## config.mk

```make
export PLATFORM = sky130hd
export DESIGN_NAME = multi_debouncer
export DESIGN_NICKNAME = d
export VERILOG_FILES = /design/src/rtl/multi_debouncer_pkg.sv /design/src/rtl/multi_debouncer_debounce_ch.sv /design/src/rtl/multi_debouncer.sv
export SDC_FILE = /design/constraint.sdc
export NUM_CORES = 1
export LEC_CHECK = 0
export ABC_AREA = 1
export CORE_MARGIN = 8
export CORE_UTILIZATION = 57
export CTS_CLUSTER_SIZE = 25
export DETAILED_ROUTE_END_ITERATION = 16
export GPL_TIMING_DRIVEN = 0
export PLACE_DENSITY = 0.75
export REMOVE_ABC_BUFFERS = 1
export SYNTH_ARGS = -nofsm -noshare
export SYNTH_HDL_FRONTEND = slang
export SYNTH_SLANG_ARGS = --single-unit
```

## constraint.sdc

```tcl
create_clock -name clk -period 3.15 [get_ports clk]
set_input_delay 0.63 -clock clk [delete_from_list [all_inputs] [get_ports clk]]
set_output_delay 0.63 -clock clk [all_outputs]
set_load 0.005 [all_outputs]
```

## src/rtl/multi_debouncer_pkg.sv

```systemverilog
// multi_debouncer_pkg: board-clock timing defaults and channel FSM encoding.
// Shared by multi_debouncer and debounce_ch (DEBOUNCE_REPEAT_EN adds repeat defaults).
package multi_debouncer_pkg;

    localparam int unsigned CNT_W_DEF         = 16;
    localparam int unsigned SYNC_STAGES_DEF   = 2;
    localparam int unsigned DB_COUNT_DEF      = 50000;
    localparam int unsigned RPT_W_DEF         = 16;
    localparam int unsigned REPEAT_DELAY_DEF  = 50000;
    localparam int unsigned REPEAT_PERIOD_DEF = 10000;

    localparam logic [0:0] ST_STABLE   = 1'b0;
    localparam logic [0:0] ST_COUNTING = 1'b1;

endpackage

```

## src/rtl/multi_debouncer_debounce_ch.sv

```systemverilog
// debounce_ch: one channel - synchroniser, stability FSM/counter, edge strobes.
// With DEBOUNCE_REPEAT_EN defined, adds a hold-to-repeat pulse output rep_o.
module debounce_ch
    import multi_debouncer_pkg::*;
#(
    parameter int unsigned CNT_W         = CNT_W_DEF,
    parameter int unsigned DB_COUNT      = DB_COUNT_DEF,
    parameter int unsigned SYNC_STAGES   = SYNC_STAGES_DEF
`ifdef DEBOUNCE_REPEAT_EN
    ,
    parameter int unsigned RPT_W         = RPT_W_DEF,
    parameter int unsigned REPEAT_DELAY  = REPEAT_DELAY_DEF,
    parameter int unsigned REPEAT_PERIOD = REPEAT_PERIOD_DEF
`endif
) (
    input  logic clk,
    input  logic rst_n,
    input  logic sig_i,
    output logic sig_o,
    output logic rise_o,
    output logic fall_o
`ifdef DEBOUNCE_REPEAT_EN
    ,
    output logic rep_o
`endif
);

    localparam logic [CNT_W-1:0] CNT_LAST = CNT_W'(DB_COUNT - 1);

    logic [SYNC_STAGES-1:0] sync_q;
    logic [SYNC_STAGES-1:0] sync_d;
    logic [0:0]             state_q;
    logic [0:0]             state_d;
    logic [CNT_W-1:0]       cnt_q;
    logic [CNT_W-1:0]       cnt_d;
    logic [CNT_W-1:0]       cnt_cur;
    logic                   lvl_q;
    logic                   lvl_d;
    logic                   rise_q;
    logic                   rise_d;
    logic                   fall_q;
    logic                   fall_d;
    logic                   s;
    logic                   mismatch;
    logic                   commit;

    assign s        = sync_q[SYNC_STAGES-1];
    assign sync_d   = {sync_q[SYNC_STAGES-2:0], sig_i};
    assign mismatch = (s != lvl_q);

    // A channel in STABLE always restarts its count from zero.
    assign cnt_cur  = (state_q == ST_COUNTING) ? cnt_q : '0;
    assign commit   = mismatch && (cnt_cur == CNT_LAST);

    always_comb begin
        state_d = ST_STABLE;
        cnt_d   = '0;
        if (mismatch && !commit) begin
            state_d = ST_COUNTING;
            cnt_d   = cnt_cur + CNT_W'(1);
        end
    end

    always_comb begin
        lvl_d  = lvl_q;
        rise_d = 1'b0;
        fall_d = 1'b0;
        if (commit) begin
            lvl_d  = s;
            rise_d = s;
            fall_d = ~s;
        end
    end

    always_ff @(posedge clk) begin
        if (!rst_n) begin
            sync_q  <= '0;
            state_q <= ST_STABLE;
            cnt_q   <= '0;
            lvl_q   <= 1'b0;
            rise_q  <= 1'b0;
            fall_q  <= 1'b0;
        end else begin
            sync_q  <= sync_d;
            state_q <= state_d;
            cnt_q   <= cnt_d;
            lvl_q   <= lvl_d;
            rise_q  <= rise_d;
            fall_q  <= fall_d;
        end
    end

    assign sig_o  = lvl_q;
    assign rise_o = rise_q;
    assign fall_o = fall_q;

`ifdef DEBOUNCE_REPEAT_EN
    localparam logic [RPT_W-1:0] RPT_FIRST = RPT_W'(REPEAT_DELAY);
    localparam logic [RPT_W-1:0] RPT_NEXT  = RPT_W'(REPEAT_PERIOD);

    logic [RPT_W-1:0] hold_q;
    logic [RPT_W-1:0] hold_d;
    logic [RPT_W-1:0] hold_inc;
    logic [RPT_W-1:0] hold_tgt;
    logic             armed_q;
    logic             armed_d;
    logic             rep_q;
    logic             rep_d;

    assign hold_inc = hold_q + RPT_W'(1);
    assign hold_tgt = armed_q ? RPT_NEXT : RPT_FIRST;

    // Counter first runs to the initial delay, then re-arms on the period.
    always_comb begin
        hold_d  = hold_q;
        armed_d = armed_q;
        rep_d   = 1'b0;
        if (commit) begin
            hold_d  = '0;
            armed_d = 1'b0;
        end else if (lvl_q) begin
            if (hold_inc == hold_tgt) begin
                rep_d   = 1'b1;
                hold_d  = '0;
                armed_d = 1'b1;
            end else begin
                hold_d  = hold_inc;
            end
        end
    end

    always_ff @(posedge clk) begin
        if (!rst_n) begin
            hold_q  <= '0;
            armed_q <= 1'b0;
            rep_q   <= 1'b0;
        end else begin
            hold_q  <= hold_d;
            armed_q <= armed_d;
            rep_q   <= rep_d;
        end
    end

    assign rep_o = rep_q;
`endif

endmodule

```

## src/rtl/multi_debouncer.sv

```systemverilog
// multi_debouncer: N_CH independent debounce_ch instances with level and edge strobes.
// Defining DEBOUNCE_REPEAT_EN adds hold-to-repeat parameters and the rep_o output.
module multi_debouncer
    import multi_debouncer_pkg::*;
#(
    parameter int unsigned N_CH          = 4,
    parameter int unsigned CNT_W         = CNT_W_DEF,
    parameter int unsigned DB_COUNT      = DB_COUNT_DEF,
    parameter int unsigned SYNC_STAGES   = SYNC_STAGES_DEF
`ifdef DEBOUNCE_REPEAT_EN
    ,
    parameter int unsigned RPT_W         = RPT_W_DEF,
    parameter int unsigned REPEAT_DELAY  = REPEAT_DELAY_DEF,
    parameter int unsigned REPEAT_PERIOD = REPEAT_PERIOD_DEF
`endif
) (
    input  logic            clk,
    input  logic            rst_n,
    input  logic [N_CH-1:0] sig_i,
    output logic [N_CH-1:0] sig_o,
    output logic [N_CH-1:0] rise_o,
    output logic [N_CH-1:0] fall_o
`ifdef DEBOUNCE_REPEAT_EN
    ,
    output logic [N_CH-1:0] rep_o
`endif
);

    for (genvar i = 0; i < N_CH; i++) begin : g_ch
        debounce_ch #(
            .CNT_W        (CNT_W),
            .DB_COUNT     (DB_COUNT),
            .SYNC_STAGES  (SYNC_STAGES)
`ifdef DEBOUNCE_REPEAT_EN
            ,
            .RPT_W        (RPT_W),
            .REPEAT_DELAY (REPEAT_DELAY),
            .REPEAT_PERIOD(REPEAT_PERIOD)
`endif
        ) u_ch (
            .clk   (clk),
            .rst_n (rst_n),
            .sig_i (sig_i[i]),
            .sig_o (sig_o[i]),
            .rise_o(rise_o[i]),
            .fall_o(fall_o[i])
`ifdef DEBOUNCE_REPEAT_EN
            ,
            .rep_o (rep_o[i])
`endif
        );
    end

endmodule
```

# --- After elaboration in Yosys (flattened, before gate mapping) ---
# Cells that the tools add are included.
totals:
  wordCells: 68
  output_inout_bits: 12
  inputBits: 6
  regBits: 88
classes:
  add_sub_neg: 4
  n_eq_ne: 8
  mux: 8
  reduce_logical: 20
  n_bitwise: 4
op_table:
  columns: ["operator", "count"]
  rows:
  - ["$add 16x1->16 const B", 4]
  - ["$eq 16x16->1 const B", 4]
  - ["$mux 16", 4]
  - ["$reduce_and 2->1", 8]
  - ["$logic_and 1x1->1", 8]
  - ["$logic_not 1->1", 4]
  - ["$mux 1", 4]
  - ["$ne 1x1->1", 4]
  - ["$not 1->1", 4]

# --- Longest topological paths before layout ---
# Gate-level depths: netlist of run 1.
depth:
  ltp_word: 6
  mapped_depth: 15
  mapped_depth_nobuf: 12

# --- By module ---
# Synthesis of run 1 repeated with hierarchy kept, for this count alone.
hier_totals:
  cells_unflattened: 668
  area_unflattened_um2: 4699.5
by_module_without_submodules:
  columns: ["mod", "instances", "seq_area_each_um2", "cells_each", "area_per_inst_um2"]
  rows:
  - ["debounce_ch", 4, 440.4, 167, 1174.9]

# --- Worst setup path after synthesis of run 1 ---
# OpenSTA, ideal clock, no wires.
synth_path:
  kind: "reg-to-reg"
  from: "register g_ch[2].u_ch.state_q"
  to: "register g_ch[2].u_ch.cnt_q[8]"
  setup_ns: 0.120
  t_arrival_ns: 1.776
  synth_period_minus_slack_ns: 1.896
  path_slack_ns: 1.254
  path_stages_with_launch: 15
  n_path_buf: 4
  required_ns: 3.030
  path_cell_list: "dfxtp_1 -> buf_4 -> buf_6 -> buf_2 -> nand2_1 -> inv_1 -> ha_1 -> nand2_1 -> inv_1 -> nand2_1 -> nor2_1 -> nand3_1 -> nand2_2 -> buf_6 -> a21oi_1"
synth_via:
  elab_chain_cells: 6
  word_cells_on_any_way: 7
  classes_between: "1 x add/sub; 1 x eq/ne; 1 x mux; 4 x reduce/logical"
synth_rtl:
  columns: ["item", "line", "source"]
  rows:
  - ["start: declaration", "multi_debouncer_debounce_ch.sv:32", "logic [0:0] state_q;"]
  - ["start signal: assignment", "multi_debouncer_debounce_ch.sv:85", "state_q <= state_d;"]
  - ["$mux 16 *", "multi_debouncer_debounce_ch.sv:52", "assign cnt_cur = (state_q == ST_COUNTING) ? cnt_q : '0;"]
  - ["parallel branches: the longest is 5 deep, another holds $add 16x1->16", null, null]
  - ["end signal: assignment", "multi_debouncer_debounce_ch.sv:86", "cnt_q <= cnt_d;"]
  - ["end: declaration", "multi_debouncer_debounce_ch.sv:34", "logic [CNT_W-1:0] cnt_q;"]
# Every way passes the cells marked *.
# A chain may end at the register's enable or synchronous reset.

# --- Worst setup path in the final report of run 1 ---
layout_path:
  from: "register g_ch[2].u_ch.state_q"
  to: "register g_ch[2].u_ch.cnt_q[11]"
# The elaborated chain is that of the path after synthesis.

==> flow_summary.yaml, run 1 <==
outcome:
  outcome: "finished, final reports clean"
global_routing:
  grt_remaining_overflow: 0
  grt_max_degree: 33
  antenna_found_initial: 0
  grt_pass1_vias: 3896
  grt_use_met3: 0.04379
  grt_pass1_wl_mm: 16.35
  grt_usage: 0.1696
  grtUsageMet2: 0.3010
  gr-usage-met1: 0.1949
  top_usage_layer: "met2"
timing:
  setup_viol: 0
  fmax_mhz: 389.8
  post-route-period-util: 0.8143
  fin_setup_tns_ps: 0
  whs_ps: 416.5
  rsz0062_at_grt: "false"
  slew_violations: 0
  finalClockSkew_ps: 10.90
  hold_viol: 0
  worst_pin_slew_ps: 1078
  min_period_ps: 2565
  slew_headroom: 0.2806
critical_path:
  critPathMaxStageDelay_ps: 950
  worstSetupPathType: "reg -> reg"
  cp_common_cell: "nand2_1"
  worst_setup_path_end_kind: "register"
  crit_path_top_delay_cell: "dfxtp_1"
  crit_buf_inv: 4
  arrival_ps: 2820
  cp_top_family: "simple AND/OR/NAND/NOR gates"
  path_max_fanout: 28
  worst_ep_required_time_ps: 3410
  path_cells: "nand2_1 > inv_1 > ha_1 > nand2_1 > inv_1 > nand2_1 > nor2_1 > nand3_1 > nand2_2 > inv_2 > nand2_1 > inv_1"
  critPathLaunchType: "register"
clocking:
  htree_levels: 3
  cts_made_buffers: 9
  holdBufCountCts: 0
  clockBufferDepth: 2
  ctsResizeCount: 0
  clock-sinks: 88
  clkTransAtPathRegs_ps: 90
  cts_tree: "done"
  root_buffer: "clkbuf_8"
  clock_latency_ps: 360
  cts_setup_buffers: 0
power:
  p_leak_uw: 0.001990
  powerDensity_mw_per_mm2: 394.7
  vdd_ir_drop_max_mv: 0.2779
detailed_routing:
  wirelength_mm: 9.249
  vias: 4184
  dr.first_iter.drc_count: 160
  viasPerCell: 5.153
  ant_nets: 0
  dr.pass1.iters: 4
  post_drt_wl_per_cell_um: 11.39
  drcViolationCount: 0
synthesis:
  postSynthCellCount: 703
  synth-edff-count: 0
  ys.flop_type: "dfxtp_1"
  synth_cell_types: 31
  async_reset_ff_frac: 0
  syn_area_mm2: 0.004726
  synth-seq-cells: 88
  synth_area_per_cell_um2: 6.722
  synth.yosys.seq_area_share: 0.3728
  yosys_warnings: 0
finish:
  syn2layout_area_growth_pct: 5.428
  stdcell_count: 812
  fin_area_mm2: 0.004982
  drive_gt1_frac: 0.07072
  final_common_cell: "nand2_1"
  diodes: 0
  final_cell_mix: "nand2_1, inv_1, nor2_1, dfxtp_1, nand3_1"
  final_nets: 712
placed_design:
  dp_cells: 796
  post_dp_cell_area_mm2: 0.004777
  port_buffers: 17
  dp_hpwl_mm: 6.778
  gp_congestion: 0.8879
job:
  drv_cap: 0
die:
  die_width_um: 107.1
  io_pins: 18
  core_mm2: 0.008134
  fp-row-count: 33
  fp.dieArea_mm2: 0.01146
  initial_core_util: 0.5810
  chipHeight_um: 107.1
min_path:
  hp-class: "reg -> reg"
-- layer usage --
layer  up-vias  wire length, um  share of wire
met1      1907             4219           0.46
met2        67             4526           0.49
li1       2195                -              -
met3        15              378          0.041
met5         -                0              0
met4         0              123          0.013
-- stage by stage --
stage | utilization | total power (uW) | setup WS, ps
6_report | 0.6125 | 1967 | 584.8
5_1_grt | 0.6125 | 2029 | 220.2
4_1_cts | 0.6125 | 1986 | 621.0
3_5_place_dp | 0.5873 | 1188 | 635.9
3_3_place_gp | 0.5873 | 1187 | 667.6
2_1_floorplan | - | 1171 | 1121
-- Yosys cell counts (all sizes together) (3+ instances only) --
library cell,count,area share
ha,4,0.011
or2,4,0.0053
o21bai,14,0.022
inv,103,0.082
nand4,18,0.024
o21ai,4,0.0042
a21oi,45,0.048
nor2,113,0.099
nand2,179,0.15
xor2,7,0.013
nand3,88,0.10
dfxtp,88,0.37
buf,28,0.052
nor3,3,0.0042
-- flip-flops by register name (all words and copies together), names as in the netlist --
name,count
g_ch.u_ch.rise_o,4
g_ch.u_ch.sync_q,8
g_ch.u_ch.state_q,4
g_ch.u_ch.cnt_q,64
g_ch.u_ch.fall_o,4
g_ch.u_ch.sig_o,4
-- tightest hold or removal path, cell delays in order (launching register included) --
cell	delay [ps]
dfxtp_1	310
nand2_1	50
inv_1	30
-- final cells by class --
type	instances	area, um2
clock buffer	10	137.6
clock inverter	6	67.56
fill	756	3152
inverter	103	386.6
multi-input combinational	483	2327
sequential	88	1762
tap	105	131.4
timing repair buffer	17	170.2
-- where the power goes --
part | internal [uW] | switching, uW
sequential | 1120 | 14.4
clock | 391 | 414
combinational | 11.5 | 17.1
total | 1520 | 446
-- logic make-up (layout without fill, tap and decap cells) --
family / count (synthesis) / in the layout / share of synthesized area
simple gates: 407 / 407 / 0.3903
buf+inv: 132 / 136 / 0.1348
flops: 88 / 88 / 0.3728
compound gates: 63 / 63 / 0.07493
xor+xnor: 9 / 9 / 0.01668
fa+ha+maj: 4 / 4 / 0.01059
-- path summary, 6_finish.rpt --
path | from | to | slack (ps) | cells past startpoint
min | g_ch[2].u_ch.sync_q[0] | g_ch[2].u_ch.sync_q[1] | 420 | 2
max reg2reg | g_ch[2].u_ch.state_q | g_ch[2].u_ch.cnt_q[11] | 580 | 12
min reg2reg | g_ch[2].u_ch.sync_q[0] | g_ch[2].u_ch.sync_q[1] | 420 | 2
max | g_ch[2].u_ch.state_q | g_ch[2].u_ch.cnt_q[11] | 580 | 12
No activity file was read; power rests on OpenSTA's default activity.
==> run 2, diff against run 1 <==
==> constraint.sdc (replaced) <==
create_clock -name clk -period 2.55 [get_ports clk]
set_input_delay 0.51 -clock clk [delete_from_list [all_inputs] [get_ports clk]]
set_output_delay 0.51 -clock clk [all_outputs]
set_load 0.005 [all_outputs]
==> flow_summary.yaml, run 2 (same netlist as run 1, synthesis figures left out) <==
outcome:
  outcome: "finished, final reports clean"
critical_path:
  arrival_ps: 2570
  ff2ff_setup_slack_ps: 220
  worst_setup_path_end_kind: "register"
  worst_ep_required_time_ps: 2790
  r2r_start: "g_ch[0].u_ch.state_q"
  crit_cells: 10
  worstSetupPathType: "reg -> reg"
  cp_top_family: "flip-flops"
  cp_common_cell: "nand2_1"
  cp-endpoint: "g_ch[0].u_ch.cnt_q[8]"
  critPathLaunchType: "register"
  worstRegToRegCells: 10
  path_max_fanout: 29
  crit_buf_inv: 2
  path_cells: "nand2_1 > inv_1 > ha_1 > nand2_1 > inv_1 > nand2_1 > nor2_1 > nand3_1 > nand2_2 > a21oi_1"
  critPathMaxStageDelay_ps: 940
  crit_path_top_delay_cell: "dfxtp_1"
  timing.rr.end: "g_ch[0].u_ch.cnt_q[8]"
  worstSetupStartpoint: "g_ch[0].u_ch.state_q"
finish:
  fin_util: 0.6133
  stdcell_count: 812
  diodes: 0
  num-fill-cells: 759
  drive_gt1_frac: 0.07496
  final_cell_mix: "nand2_1, inv_1, nor2_1, dfxtp_1, nand3_1"
  top_regs: "g_ch.u_ch.cnt_q: 64 flops, g_ch.u_ch.sync_q: 8 flops"
  largest_reg_flops: 64
  largest_register: "g_ch.u_ch.cnt_q"
  syn2layout_area_growth_pct: 5.560
  fin_area_mm2: 0.004989
  final_nets: 712
  final_common_cell: "nand2_1"
clocking:
  clockBufferDepth: 2
  root_buffer: "clkbuf_8"
  cts_made_buffers: 9
  clock-sinks: 88
  htree_levels: 3
  clkTransAtPathRegs_ps: 90
  holdBufCountCts: 0
  cts_tree: "done"
  clock_latency_ps: 360
timing:
  slew_violations: 0
  fmax_mhz: 430.0
  worst_pin_slew_ps: 925.8
  setup_viol: 0
  fin_setup_tns_ps: 0
  finalClockSkew_ps: 10.50
  whs_ps: 419.7
  slew_headroom: 0.3820
  min_period_ps: 2326
  hold_viol: 0
  post-route-period-util: 0.9120
  rsz0062_at_grt: "false"
power:
  vdd_ir_drop_max_mv: 0.3445
  powerDensity_mw_per_mm2: 486.6
  p_leak_uw: 0.001991
die:
  die_width_um: 107.1
  io_pins: 18
  fp.dieArea_mm2: 0.01146
  fp-row-count: 33
  initial_core_util: 0.5810
  chipHeight_um: 107.1
  core_mm2: 0.008134
detailed_routing:
  viasPerCell: 5.139
  wirelength_mm: 9.279
  drcViolationCount: 0
  ant_nets: 0
  post_drt_wl_per_cell_um: 11.43
  vias: 4173
  dr.first_iter.drc_count: 159
  dr.pass1.iters: 5
placed_design:
  port_buffers: 17
  post_dp_cell_area_mm2: 0.004777
  dp_hpwl_mm: 6.778
  gp_congestion: 0.8879
  dp_cells: 796
job:
  drv_cap: 0
global_routing:
  grt_remaining_overflow: 0
  grt_usage: 0.1696
  grt_pass1_vias: 3896
  antenna_found_initial: 0
  grt_max_degree: 33
  grt_pass1_wl_mm: 16.35
min_path:
  hp-class: "reg -> reg"
## run 2: power by group
group / internal, uW / switching (uW)
clock network: 483 / 510
registers: 1380 / 17.7
logic: 14.1 / 21.2
## run 2: repair_timing
item                       in CTS  in global routing
gates resized for setup         0                  4
buffers inserted                0                  0
setup endpoints to repair       0                 53
## run 2: worst min-delay path, stage by stage, from the launching register on
cell,delay [ps]
dfxtp_1,310
nand2_1,50
inv_1,30
## run 2: metrics by stage
stage	total power (uW)	setup slack, ps
4_1_cts	2453	20.96
3_3_place_gp	1466	67.57
3_5_place_dp	1468	35.92
5_1_grt	2505	7.323
2_1_floorplan	1447	521.4
6_report	2428	224.3
## run 2: cell type report
| class | instances | area [um2] | share of cell area |
|---|---|---|---|
| flip-flops and latches | 88 | 1768 | 0.3544 |
| repair buffers | 17 | 170.2 | 0.03411 |
| clock buffers | 10 | 137.6 | 0.02759 |
| inverters | 103 | 386.6 | 0.07750 |
| clock inverters | 6 | 67.56 | 0.01354 |
| well taps | 105 | 131.4 | 0.02634 |
| multi-input cells | 483 | 2327 | 0.4665 |
## run 2: worst min-delay path by stage
stage	from	to	slack, ps	depth (start not counted)
floorplan	g_ch[0].u_ch.sync_q[0]	g_ch[0].u_ch.sync_q[1]	390	2
global placement	g_ch[2].u_ch.sync_q[0]	g_ch[2].u_ch.sync_q[1]	400	2
detailed placement	g_ch[0].u_ch.sync_q[0]	g_ch[0].u_ch.sync_q[1]	410	2
CTS	g_ch[2].u_ch.sync_q[0]	g_ch[2].u_ch.sync_q[1]	420	2
global route	g_ch[0].u_ch.sync_q[0]	g_ch[0].u_ch.sync_q[1]	440	2
finish	g_ch[2].u_ch.sync_q[0]	g_ch[2].u_ch.sync_q[1]	420	2
## run 2: layer usage
metal | up-vias | routed length [um] | track usage
li1 | 2196 | - | -
met1 | 1899 | 4229 | 0.1949
met2 | 64 | 4555 | 0.3010
met3 | 14 | 372 | 0.04379
met4 | 0 | 121 | 0.04925
met5 | - | 0 | 0
==> run 3, diff against run 2 <==
--- a/config.mk
+++ b/config.mk
@@ -11,7 +11,7 @@
 export CTS_CLUSTER_SIZE = 25
 export DETAILED_ROUTE_END_ITERATION = 16
 export GPL_TIMING_DRIVEN = 0
-export PLACE_DENSITY = 0.75
+export PLACE_DENSITY = 0.86
 export REMOVE_ABC_BUFFERS = 1
 export SYNTH_ARGS = -nofsm -noshare
 export SYNTH_HDL_FRONTEND = slang
==> flow_summary.yaml, run 3 (same netlist as run 1, synthesis figures left out) <==
timing:
  fmax_mhz: 439.7
  finalClockSkew_ps: 9.395
  min_period_ps: 2274
  setup_viol: 0
  rsz0062_at_grt: "false"
  post-route-period-util: 0.8920
  fin_setup_tns_ps: 0
  worst_pin_slew_ps: 640.6
  slew_violations: 0
  slew_headroom: 0.5716
  hold_viol: 0
clocking:
  cts_tree: "done"
  clkTransAtPathRegs_ps: 90
  cts_made_buffers: 9
  htree_levels: 3
  root_buffer: "clkbuf_8"
  clockBufferDepth: 2
  clock-sinks: 88
  clock_latency_ps: 360
finish:
  final_common_cell: "nand2_1"
  largest_reg_flops: 64
  final_nets: 712
  num-fill-cells: 737
  drive_gt1_frac: 0.07638
  diodes: 0
  top_regs: "g_ch.u_ch.cnt_q: 64 flops, g_ch.u_ch.sync_q: 8 flops"
  syn2layout_area_growth_pct: 5.825
  fin_area_mm2: 0.005001
  final_cell_mix: "nand2_1, inv_1, nor2_1, dfxtp_1, nand3_1"
  largest_register: "g_ch.u_ch.cnt_q"
global_routing:
  grtUsageMet2: 0.3058
  grt_remaining_overflow: 0
  grt_max_degree: 33
  grt_usage: 0.1802
  grt_pass1_wl_mm: 17.46
  antenna_found_initial: 0
  grt_use_met3: 0.04619
  top_usage_layer: "met2"
  gr-usage-met1: 0.2126
  grt_pass1_vias: 4095
placed_design:
  port_buffers: 17
  gp_congestion: 0.8962
  dp_hpwl_mm: 6.977
  post_dp_cell_area_mm2: 0.004777
critical_path:
  arrival_ps: 2530
  critPathLaunchType: "register"
  path_max_fanout: 28
  worstSetupPathType: "reg -> reg"
  worst_ep_required_time_ps: 2810
  worst_setup_path_end_kind: "register"
detailed_routing:
  viasPerCell: 5.192
  wirelength_mm: 9.617
  post_drt_wl_per_cell_um: 11.84
  drcViolationCount: 0
  dr.pass1.iters: 5
  ant_nets: 0
  vias: 4216
  dr.first_iter.drc_count: 275
die:
  fp-row-count: 33
  io_pins: 18
  fp.dieArea_mm2: 0.01146
  die_width_um: 107.1
  initial_core_util: 0.5810
  core_mm2: 0.008134
  chipHeight_um: 107.1
min_path:
  hp-class: "reg -> reg"
power:
  p_int_uw: 1950
  pwr-share-clk: 0.426
  vdd_ir_drop_max_mv: 0.3026
  p_seq_frac: 0.560
  swShare: 0.2199
  net-switching-power_uw: 549.6
  powerDensity_mw_per_mm2: 499.8
  combPwrFrac: 0.014
  p_leak_uw: 0.002002
outcome:
  outcome: "finished, final reports clean"
job:
  drv_cap: 0
run 3: cell types whose count changed in the layout (fill, tap and decap cells not counted), sizes merged:
cell | previous run | this run
clkinv | 2 | 3
bufinv | 1 | 2
clkinvlp | 2 | 1
clkbuf | 10 | 9
run 3: per-layer routing:
layer | wire [um] | vias to the layer above
li1 | - | 2196
met3 | 474 | 22
met1 | 4272 | 1897
met2 | 4678 | 101
met5 | 0 | -
met4 | 192 | 0
run 3: layout make-up:
cell class                      count  area (um2)  area share
Timing Repair Buffer               17       170.2     0.03403
Sequential cell                    88        1767      0.3533
Inverter                          103       386.6     0.07731
Multi-Input combinational cell    483        2327      0.4653
Tap cell                          105       131.4     0.02627
Clock buffer                        9       123.9     0.02477
Clock inverter                      7       95.09     0.01901
run 3: critical path, stage by stage, from the launching register on:
cell and delay [ps]:
dfxtp_2 660, nand2_1 110, inv_1 100, ha_1 260, nand2_1 100, inv_1 60
nand2_1 60, nor2_1 170, nand3_1 170, nand2_2 270, inv_2 100, nand2_1 80
inv_1 30
run 3: worst paths after layout:
| kind | startpoint | endpoint | slack [ps] | cells past startpoint |
|---|---|---|---|---|
| worst min register to register | g_ch[3].u_ch.sync_q[0] | g_ch[3].u_ch.sync_q[1] | 410 | 2 |
| worst max register to register | g_ch[2].u_ch.state_q | g_ch[2].u_ch.cnt_q[11] | 280 | 12 |
| worst max-delay path | g_ch[2].u_ch.state_q | g_ch[2].u_ch.cnt_q[11] | 280 | 12 |
| worst min-delay path | g_ch[3].u_ch.sync_q[0] | g_ch[3].u_ch.sync_q[1] | 410 | 2 |
run 3: through the flow:
step | utilization | total power, uW | hold WS [ps] | worst slack, ps | cells
6_report | 0.6148 | 2500 | 414.3 | 275.5 | 812
5_1_grt | 0.6148 | 2610 | 434.2 | 40.39 | 812
4_1_cts | 0.6144 | 2528 | 418.3 | 147.4 | 812
3_5_place_dp | 0.5873 | 1468 | 399.3 | 3.305 | 796
3_3_place_gp | 0.5873 | 1467 | 399.0 | 87.89 | 796
2_1_floorplan | - | 1447 | 390.0 | 521.4 | 674
run 3: what timing repair did:
action,CTS,global route
pin swaps,0,0
gates cloned,0,0
setup buffers,0,0
resized for setup,1,3
hold buffers,0,0
setup endpoints to repair,4,35
run 3: power by group through the flow:
stage               Sequential [uW]  Clock (uW)  Combinational, uW
global placement               1430           0               35.1
detailed placement             1430           0               35.9
global route                   1400        1170               40.3
CTS                            1400        1090               36.0
floorplan                      1430           0               19.1
finish                         1400        1060               35.6
